File: config.mk
export PLATFORM = sky130hd
export DESIGN_NAME = ysyx_24080006_ifu_fetch
export DESIGN_NICKNAME = d
export VERILOG_FILES = /design/src/rtl/ysyx_24080006_ifu_fetch.sv
export SDC_FILE = /design/constraint.sdc
export NUM_CORES = 1
export LEC_CHECK = 0
export CAP_MARGIN = 20
export CORE_AREA = 2 2 73 145
export DETAILED_ROUTE_END_ITERATION = 12
export DIE_AREA = 0 0 75 147
export GPL_TIMING_DRIVEN = 1
export PLACE_DENSITY = 0.84
export SLEW_MARGIN = 20
export SYNTH_ARGS = -nofsm -noshare
export SYNTH_HDL_FRONTEND = slang
export SYNTH_SLANG_ARGS = --single-unit
File: constraint.sdc
create_clock -name clock -period 6.4 [get_ports clock]
set_input_delay 1.92 -clock clock [delete_from_list [all_inputs] [get_ports clock]]
set_output_delay 1.92 -clock clock [all_outputs]
set_load 0.005 [all_outputs]
File: src/rtl/ysyx_24080006_ifu_fetch.sv
// Instruction fetch stage: holds the PC, issues one 32-bit read per instruction and hands {pc, inst, fault} to decode.
// Latency: REQ -> RESP -> HOLD -> WAITPC, so four cycles per instruction with zero-wait partners; one instruction in flight.
// Backpressure: stalls in REQ on arready, RESP on rvalid, HOLD on idu_ready and WAITPC on npc_valid; bundle fields stay frozen in HOLD.
//
// Ports:
//   clock, reset          single clock; asynchronous active-high reset
//   araddr/arvalid/arready read address channel (araddr is the PC register)
//   rdata/rresp/rvalid/rready read data channel (rresp 2'b00 = OKAY)
//   idu_valid/idu_ready   bundle handshake to decode; idu_pc/idu_inst/idu_fault are the bundle
//   npc_valid/npc/npc_ready next-PC handshake from execute/write-back
//   fetch_cnt             number of bundles accepted by decode (wraps)
module ysyx_24080006_ifu_fetch #(
   parameter int                ADDR_W   = 32,
   parameter logic [ADDR_W-1:0] RESET_PC = 32'h8000_0000
) (
   input  logic              clock,
   input  logic              reset,
   output logic [ADDR_W-1:0] araddr,
   output logic              arvalid,
   input  logic              arready,
   input  logic [31:0]       rdata,
   input  logic [1:0]        rresp,
   input  logic              rvalid,
   output logic              rready,
   output logic              idu_valid,
   input  logic              idu_ready,
   output logic [ADDR_W-1:0] idu_pc,
   output logic [31:0]       idu_inst,
   output logic              idu_fault,
   input  logic              npc_valid,
   input  logic [ADDR_W-1:0] npc,
   output logic              npc_ready,
   output logic [31:0]       fetch_cnt
);

   typedef enum logic [2:0] {
      BOOT   = 3'd0,
      REQ    = 3'd1,
      RESP   = 3'd2,
      HOLD   = 3'd3,
      WAITPC = 3'd4
   } state_t;

   state_t            state;
   logic [ADDR_W-1:0] pc;
   logic              pc_misaligned;

   assign pc_misaligned = (pc[1:0] != 2'b00);

   // Handshake outputs are pure decodes of the state register, so an
   // asynchronous reset drops them immediately.
   assign arvalid   = (state == REQ) && !pc_misaligned;
   assign rready    = (state == RESP);
   assign idu_valid = (state == HOLD);
   assign npc_ready = (state == WAITPC);
   assign araddr    = pc;
   assign idu_pc    = pc;

   always_ff @(posedge clock or posedge reset) begin
      if (reset) begin
         state     <= BOOT;
         pc        <= RESET_PC;
         idu_inst  <= 32'h0;
         idu_fault <= 1'b0;
         fetch_cnt <= 32'h0;
      end else begin
         case (state)
            BOOT: begin
               state <= REQ;
            end
            REQ: begin
               // A misaligned PC never reaches the bus; it turns straight
               // into a faulting bundle.
               if (pc_misaligned) begin
                  idu_inst  <= 32'h0;
                  idu_fault <= 1'b1;
                  state     <= HOLD;
               end else if (arready) begin
                  state <= RESP;
               end
            end
            RESP: begin
               if (rvalid) begin
                  if (rresp != 2'b00) begin
                     idu_inst  <= 32'h0;
                     idu_fault <= 1'b1;
                  end else begin
                     idu_inst  <= rdata;
                     idu_fault <= 1'b0;
                  end
                  state <= HOLD;
               end
            end
            HOLD: begin
               if (idu_ready) begin
                  fetch_cnt <= fetch_cnt + 32'd1;
                  state     <= WAITPC;
               end
            end
            WAITPC: begin
               if (npc_valid) begin
                  pc    <= npc;
                  state <= REQ;
               end
            end
            default: begin
               state <= BOOT;
            end
         endcase
      end
   end

endmodule

* Yosys cells after proc, flatten, opt, wreduce, memory -nomap -nowiden
Index checks and enable logic that the tools add are counted.
** Storage, ports and cells
- Output and inout bits :: 133
- Input port bits :: 72
- Logic and storage cells :: 39
- Register bits :: 100
** Cells by class
- Reductions and logical operators :: 10
- Muxes and demuxes :: 14
- Add/subtract/negate cells :: 1
- Equality and inequality tests :: 9
** Operator list (count)
- 2-to-1 mux 32 bit :: 3
- one-hot mux 32 bit (2 select lines) :: 1
- adder 32 x 1 -> 32 bit (second input constant) :: 1
- 2-to-1 mux 3 bit :: 5
- one-hot mux 3 bit (5 select lines) :: 1
- equality test 3 x 2 -> 1 bit (second input constant) :: 2
- inequality test 2 bit (second input constant) :: 3
- nonzero test 2 bit :: 3
- AND reduction 2 bit :: 2
- AND reduction 4 bit :: 1
- equality test 3 x 1 -> 1 bit (second input constant) :: 1
- equality test 3 bit (second input constant) :: 1
- logical NOT 3 bit :: 1
- 2-to-1 mux 1 bit :: 3
- inequality test 3 bit (second input constant) :: 1
- AND reduction 3 bit :: 1
- inequality test 2 x 1 -> 1 bit (second input constant) :: 1
- one-hot mux 1 bit (2 select lines) :: 1
- logical AND 1 bit :: 1
- logical NOT 1 bit :: 1

* Longest topological paths before layout
Gate-level depths: netlist (run 1).
- Depth in word-level cells :: 4
- Mapped depth :: 6

* Least setup slack after synthesis (run 1)
OpenSTA, ideal clock, no wires.
- Path type :: input to register
- Start point :: input idu_ready
- End point :: register fetch_cnt[28]
- Path buffers :: 0
- Setup time :: 0.125 ns
- Setup slack :: 3.422 ns
- Arrival time :: 2.853 ns
- Stages on the path :: 4
- Path through :: nand4b_4 > nor4_4 > nand4_1 > xnor2_1
** Between the ends
- Word-level cells in the longest chain between the ends :: 1
** RTL lines
- start, declared :: RTL line 26 : input logic idu_ready,
- AND reduction 2 bit (no line)
- end signal, assigned :: RTL line 96 : fetch_cnt <= fetch_cnt + 32'd1;
- end, declared :: RTL line 33 : output logic [31:0] fetch_cnt
No other way between the ends.
A chain may end at the register's enable or synchronous reset.

* Final worst setup path (run 1)
- Start point :: register state[2]
- End point :: output arvalid
** Between the ends
- Word-level cells in the longest chain between the ends :: 2
** RTL lines
- start, declared :: RTL line 44 : state_t state;
- start signal, assigned :: RTL line 61 : state <= BOOT;
- start signal, assigned :: RTL line 69 : state <= REQ;
- start signal, assigned :: RTL line 77 : state <= HOLD;
- equality test 3 x 1 -> 1 bit :: RTL line 52 : assign arvalid = (state == REQ) && !pc_misaligned;
- logical AND 1 bit :: RTL line 52
- end, declared :: RTL line 19 : output logic arvalid,
No other way between the ends.

==> results.md, run 1 <==
- Count of vias placed by the detailed router: 3267
- Switching component of the power: 0.671 mW
- Cts bufs inserted: 9
- Post-synthesis instance total: 333
- Final clock period utilization by the worst path: 58.7%
- Cells resized by post-CTS repair: 0
- Setup repair after global routing missed its margin: no
- Maximum fanout encountered on the critical timing path: 8
- Row Count: 52
- Power Density: 377 mW/mm²
- Number of synthesized flops with an enable pin: 0
- Critical Path Source Type: flip-flop
- Master of the slowest instance on the critical path: sky130_fd_sc_hd__clkdlybuf4s50_1
- Horiz. Die Dim: 75 µm
- Total power consumption of the routed design: 2.47 mW
- Fin. Hold Viols: 0
- Post-synthesis instance area: 0.00429 mm²
- Chain of cells forming the critical path: inv_1 > nand2_1 > nor3_1 > clkdlybuf4s50_1
- Core Box Area: 0.00995 mm²
- Worst vdd rail ir drop: 0.201 mV
- Layout net count: 577
- Internal Power: 1.80 mW
- CTS sink count: 100
- Initial standard-cell utilization of the core: 43.1%
- Fraction of layout instances using a drive strength above 1: 10.8%
- Synthesis-to-finish area growth: 52.6%
- Async set or reset register ratio after synthesis: 100%
- Largest net degree at the start of global routing: 67
- Wire length of the first global-routing pass: 16300 µm
- Portion of total power attributed to combinational logic: 36.7%
- Syn nets: 406
- CTS max path bufs: 2
- Power share of the sequential group: 38.9%
- Yosys top cell by area: sky130_fd_sc_hd__dfrtp_1
- Status: complete, no violations
- Count of antenna-violating nets left after detailed routing: 0
- Buffers added on ports: 204
- DRT iter0 DRCs: 171
- Slew Limit Headroom: 33.0%
- CTS tree: yes
- DRC viols: 0
- Clock period minus final worst setup slack: 3.76 ns
- Post-CTS clock slew at the launch and capture registers of the worst setup and hold paths: 0.06 ns
- Most used DFF post-synth: sky130_fd_sc_hd__dfrtp_1
- Number of cells after detailed placement: 628
- Mapped Avg Cell Area: 12.9 µm²
- Tot GR Track Use: 19.4%
- Post-synthesis register bit count: 100
- Critical path data required time: 4.48 ns
- Share of Yosys cell area claimed by the top area cell type: 57.7%
- Total Neg Setup Slack: 0 ns
- Count of H-tree levels built during CTS: 3
- Peak clock frequency supported by timing: 266 MHz
- Layout Cells excl Fill: 643
- Ports: 205
- Ranking of synthesized cells by area: sky130_fd_sc_hd__dfrtp_1 58%, sky130_fd_sc_hd__mux2_2 7.9%, sky130_fd_sc_hd__a22o_1 6.5%
- Share of total power in the clock network: 24.3%
- Final worst clock skew: 0.00914 ns
- Post-DR vias/cell: 5.08
- HPWL after DPL: 7730 µm
- Count of maximum capacitance violations: 0
- Final setup violation count: 0
- Final slew viol count: 0
- Number of diodes added for antenna fixing: 0
- Hold-fix buffers, CTS: 0
- Number of antenna violations at the first check in global routing: 0
- Buffer cell driving the clock tree root: sky130_fd_sc_hd__clkbuf_16
- GRT Residual Overflow: 0
- Yosys warnings: 0
- Most frequent cells after synthesis: 99 x sky130_fd_sc_hd__dfrtp_1, 35 x sky130_fd_sc_hd__buf_4, 32 x sky130_fd_sc_hd__a22o_1
- Crit path capture type: output port
- Clk Latency, worst-skew pair: 0.33 ns
- Arrival @ worst endpoint: 1.84 ns
- Routed WL: 10400 µm
- Die area: 0.0110 mm²
- Crit path largest cell delay: 0.55 ns
- Detailed Routing Iterations Pass 1: 4
- Post-Route Hold Slack: 0.474 ns
- Kind of critical path: flip-flop to output port
- Number of unique standard cell types used by synthesis: 34
- Switching portion of total power: 27.2%
- GPL Wtd Cong: 0.765
- Register area share after synthesis: 58.3%
- Class of the tightest hold or removal check: flip-flop to flip-flop
- Least-Margin Pin Slew: 1.00 ns
- Number of global-route vias before repair: 3223
- Most common cell in the netlist: sky130_fd_sc_hd__dfrtp_1
- Chip Height: 147 µm
- Detail-routed net length per standard cell: 16.2 µm
- Leakage power figure: 2.81 nW
- Post-CTS repair timing setup buffer count: 0
==> cell type report <==
cell class / count / area, µm²
clock buffers: 9 / 225
clock inverters: 6 / 111
fillers: 774 / 3410
inverters: 3 / 13.8
multi-input cells: 184 / 1470
flip-flops and latches: 100 / 2500
well taps: 135 / 169
repair buffers: 206 / 2060
==> power by group through the flow <==
| stage | Clock [mW] | Combinational [mW] | Sequential (mW) |
|---|---|---|---|
| 2_1_floorplan | 0 | 0.450 | 0.931 |
| 3_3_place_gp | 0 | 0.899 | 0.966 |
| 3_5_place_dp | 0 | 0.918 | 0.972 |
| 4_1_cts | 0.619 | 0.919 | 0.965 |
| 5_1_grt | 0.636 | 0.979 | 0.988 |
| 6_report | 0.601 | 0.906 | 0.961 |
==> path summary, 6_finish.rpt <==
path | start | to | slack [ns] | cells past startpoint
max | state[2] | arvalid | 2.64 | 4
min | fetch_cnt[31] | fetch_cnt[31] | 0.47 | 1
max reg2reg | state[1] | idu_inst[7] | 4.21 | 4
min reg2reg | fetch_cnt[31] | fetch_cnt[31] | 0.47 | 1
max in group asynchronous | reset | araddr[7] | 3.36 | 3
min in group asynchronous | reset | idu_inst[12] | 2.10 | 2
==> layout by cell type, fill, tap and decap left out, types with 3 or more instances in the layout <==
cell type and count:
sky130_fd_sc_hd__a21oi_1 4, sky130_fd_sc_hd__a22o_1 32, sky130_fd_sc_hd__and3_1 5, sky130_fd_sc_hd__and4_1 3, sky130_fd_sc_hd__bufinv_16 3, sky130_fd_sc_hd__clkbuf_16 9, sky130_fd_sc_hd__clkdlybuf4s50_1 204, sky130_fd_sc_hd__dfrtp_1 99
sky130_fd_sc_hd__mux2_2 30, sky130_fd_sc_hd__nand2_1 20, sky130_fd_sc_hd__nand3_1 10, sky130_fd_sc_hd__nand4_1 17, sky130_fd_sc_hd__nor2_1 7, sky130_fd_sc_hd__nor3_1 6, sky130_fd_sc_hd__nor4_4 3, sky130_fd_sc_hd__xnor2_1 23
sky130_fd_sc_hd__xor2_1 8
==> worst max-delay path: cells and delay by family (launching register included) <==
| family | cells | cell delay [ns] |
|---|---|---|
| buffers and inverters | 2 | 0.80 |
| and+or+nand+nor | 2 | 0.27 |
| DFF | 1 | 0.44 |
==> flip-flops by register name, summed over array words and instances, names as in the netlist <==
name and cells:
araddr 32, idu_inst 32, state 3, fetch_cnt 32, idu_fault 1
==> cell families (layout without fill, tap and decap cells) <==
group / after synthesis / count (layout) / share of synthesized area (%)
simple gates: 79 / 79 / 11.2
buf+inv: 49 / 224 / 7.70
mux: 32 / 32 / 8.40
compound gates: 41 / 41 / 7.76
flops: 100 / 100 / 58.3
xor+xnor: 31 / 31 / 6.33
fa+ha+maj: 1 / 1 / 0.291
==> stage by stage <==
| step | util [%] | setup WS [ns] | area, µm² |
|---|---|---|---|
| detailed placement | 62.4 | 2.38 | 6210 |
| finish | 65.8 | 2.64 | 6550 |
| global placement | 62.4 | 2.47 | 6210 |
| CTS | 65.8 | 2.62 | 6550 |
| global route | 65.8 | 2.52 | 6550 |
| floorplan | - | 1.86 | 4290 |
==> metal layers <==
| layer | wire [µm] | vias to the layer above | global-route usage, % |
|---|---|---|---|
| met5 | 0 | - | 0 |
| met4 | 121 | 0 | 6.16 |
| met3 | 1120 | 8 | 7.41 |
| met2 | 5090 | 186 | 31.0 |
| met1 | 4080 | 1573 | 24.0 |
| li1 | - | 1500 | - |
Note: power is estimated with default switching activity, not from simulation.
==> run 2: changes to the inputs <==
CORE_AREA = 2 2 76 150   (was 2 2 73 145)
DIE_AREA = 0 0 78 152   (was 0 0 75 147)
PLACE_DENSITY = 0.79   (was 0.84)
clock period = 3.56 ns   (was 6.4 ns; I/O delays follow)
==> results.md, run 2 (same netlist as run 1, synthesis figures left out) <==
- Layout net count: 580
- Placement-stage worst setup slack: 0.603 ns
- Number of antenna violations at the first check in global routing: 0
- Least-Margin Pin Slew: 0.626 ns
- Clk Latency, worst-skew pair: 0.34 ns
- Power Density: 657 mW/mm²
- Detail-routed net length per standard cell: 17.2 µm
- Share of the core filled with cells in the final layout: 60.5%
- Clock period minus final worst setup slack: 2.99 ns
- Most common library cell in the layout ignoring fill and taps: sky130_fd_sc_hd__clkdlybuf4s50_1
- Buffer cell driving the clock tree root: sky130_fd_sc_hd__clkbuf_16
- CTS sink count: 100
- HPWL after DPL: 8440 µm
- CTS max path bufs: 2
- Hold-fix buffers, CTS: 0
- Buffers added on ports: 204
- Crit path largest cell delay: 0.63 ns
- Fraction of layout instances using a drive strength above 1: 11.1%
- Ports: 205
- Chip Height: 152 µm
- Horiz. Die Dim: 78 µm
- Count of antenna-violating nets left after detailed routing: 0
- Row Count: 54
- Peak clock frequency supported by timing: 335 MHz
- Slew Limit Headroom: 58.0%
- Cts bufs inserted: 9
- Status: complete, no violations
- Count of vias placed by the detailed router: 3211
- Final Cell Area: 0.00654 mm²
- Number of global-route vias before repair: 3373
- Master of the slowest instance on the critical path: sky130_fd_sc_hd__dfrtp_1
- Crit path capture type: output port
- Class of the tightest hold or removal check: flip-flop to flip-flop
- Leakage power figure: 2.79 nW
- Cells resized by post-CTS repair: 0
- Critical path data required time: 2.49 ns
- GRT Residual Overflow: 0
- Layout Cells excl Fill: 652
- Number of cells after detailed placement: 636
- Largest net degree at the start of global routing: 57
- Critical Path Source Type: flip-flop
- Worst reg2reg setup slack: 1.58 ns
- Number of diodes added for antenna fixing: 0
- Core Box Area: 0.0108 mm²
- Total Neg Setup Slack: 0 ns
- Chain of cells forming the critical path: nor3b_1 > clkdlybuf4s50_1
- Final clock period utilization by the worst path: 83.9%
- Post-DR vias/cell: 4.92
- Kind of critical path: flip-flop to output port
- Maximum fanout encountered on the critical timing path: 13
- Final slew viol count: 0
- Area of placed instances: 0.00626 mm²
- Filler cells: 900
- Initial standard-cell utilization of the core: 39.7%
- DRC viols: 0
- DRT iter0 DRCs: 50
- Detailed Routing Iterations Pass 1: 4
- Synthesis-to-finish area growth: 52.4%
- Setup ws final: 0.575 ns
- CTS tree: yes
- Final setup violation count: 0
- Wire length of the first global-routing pass: 17900 µm
- Post-CTS clock slew at the launch and capture registers of the worst setup and hold paths: 0.07 ns
- Die area: 0.0119 mm²
- Count of H-tree levels built during CTS: 3
- Fin. Hold Viols: 0
- GPL Wtd Cong: 0.768
- Tot GR Track Use: 19.2%
- Worst vdd rail ir drop: 0.366 mV
- Arrival @ worst endpoint: 1.92 ns
- Final worst clock skew: 0.00716 ns
- Routed WL: 11200 µm
- Setup repair after global routing missed its margin: no
- Most frequent cells in the layout: 204 x sky130_fd_sc_hd__clkdlybuf4s50_1, 99 x sky130_fd_sc_hd__dfrtp_1, 32 x sky130_fd_sc_hd__a22o_1, 30 x sky130_fd_sc_hd__mux2_2, 23 x sky130_fd_sc_hd__xnor2_1
- Post-CTS repair timing setup buffer count: 0
- Count of maximum capacitance violations: 0
run 2: worst max-delay path, delay by kind of cell, from the launching register on:
kind / cells / cell delay, ns
buf+inv: 1 / 0.62
flops: 1 / 0.63
simple gates: 1 / 0.33
run 2: through the flow:
stage,power [mW],hold WS [ns]
2_1_floorplan,2.48,0.468
3_3_place_gp,3.36,0.468
3_5_place_dp,3.43,0.468
4_1_cts,4.35,0.478
5_1_grt,4.54,0.507
6_report,4.30,0.470
run 2: metal layers:
metal / track usage (%) / vias to the layer above / share of wire [%]
met2: 35.0 / 123 / 55
met1: 20.9 / 1570 / 37
met4: 8.44 / 0 / 2.8
met3: 4.33 / 19 / 5.1
li1: - / 1499 / -
met5: 0 / - / 0
run 2: power by group:
group	internal, mW	switching [mW]	leakage (nW)
Combinational	1.13	0.545	1.34
Clock	0.482	0.430	0.131
Sequential	1.43	0.279	1.32
run 2: layout make-up:
cell class	count	area, µm²	area share [%]
Sequential cell	100	2500	38.3
Timing Repair Buffer	209	2100	32.2
Multi-Input combinational cell	184	1470	22.4
Clock buffer	10	229	3.50
Tap cell	140	175	2.68
Clock inverter	6	48.8	0.746
Inverter	3	15.0	0.229
run 2: final timing paths:
| check | start | to | cells past startpoint |
|---|---|---|---|
| max | state[1] | rready | 2 |
| min | fetch_cnt[31] | fetch_cnt[31] | 1 |
| max reg2reg | state[1] | idu_inst[11] | 5 |
| min reg2reg | fetch_cnt[31] | fetch_cnt[31] | 1 |
| max in group asynchronous | reset | idu_inst[9] | 3 |
| min in group asynchronous | reset | araddr[25] | 2 |
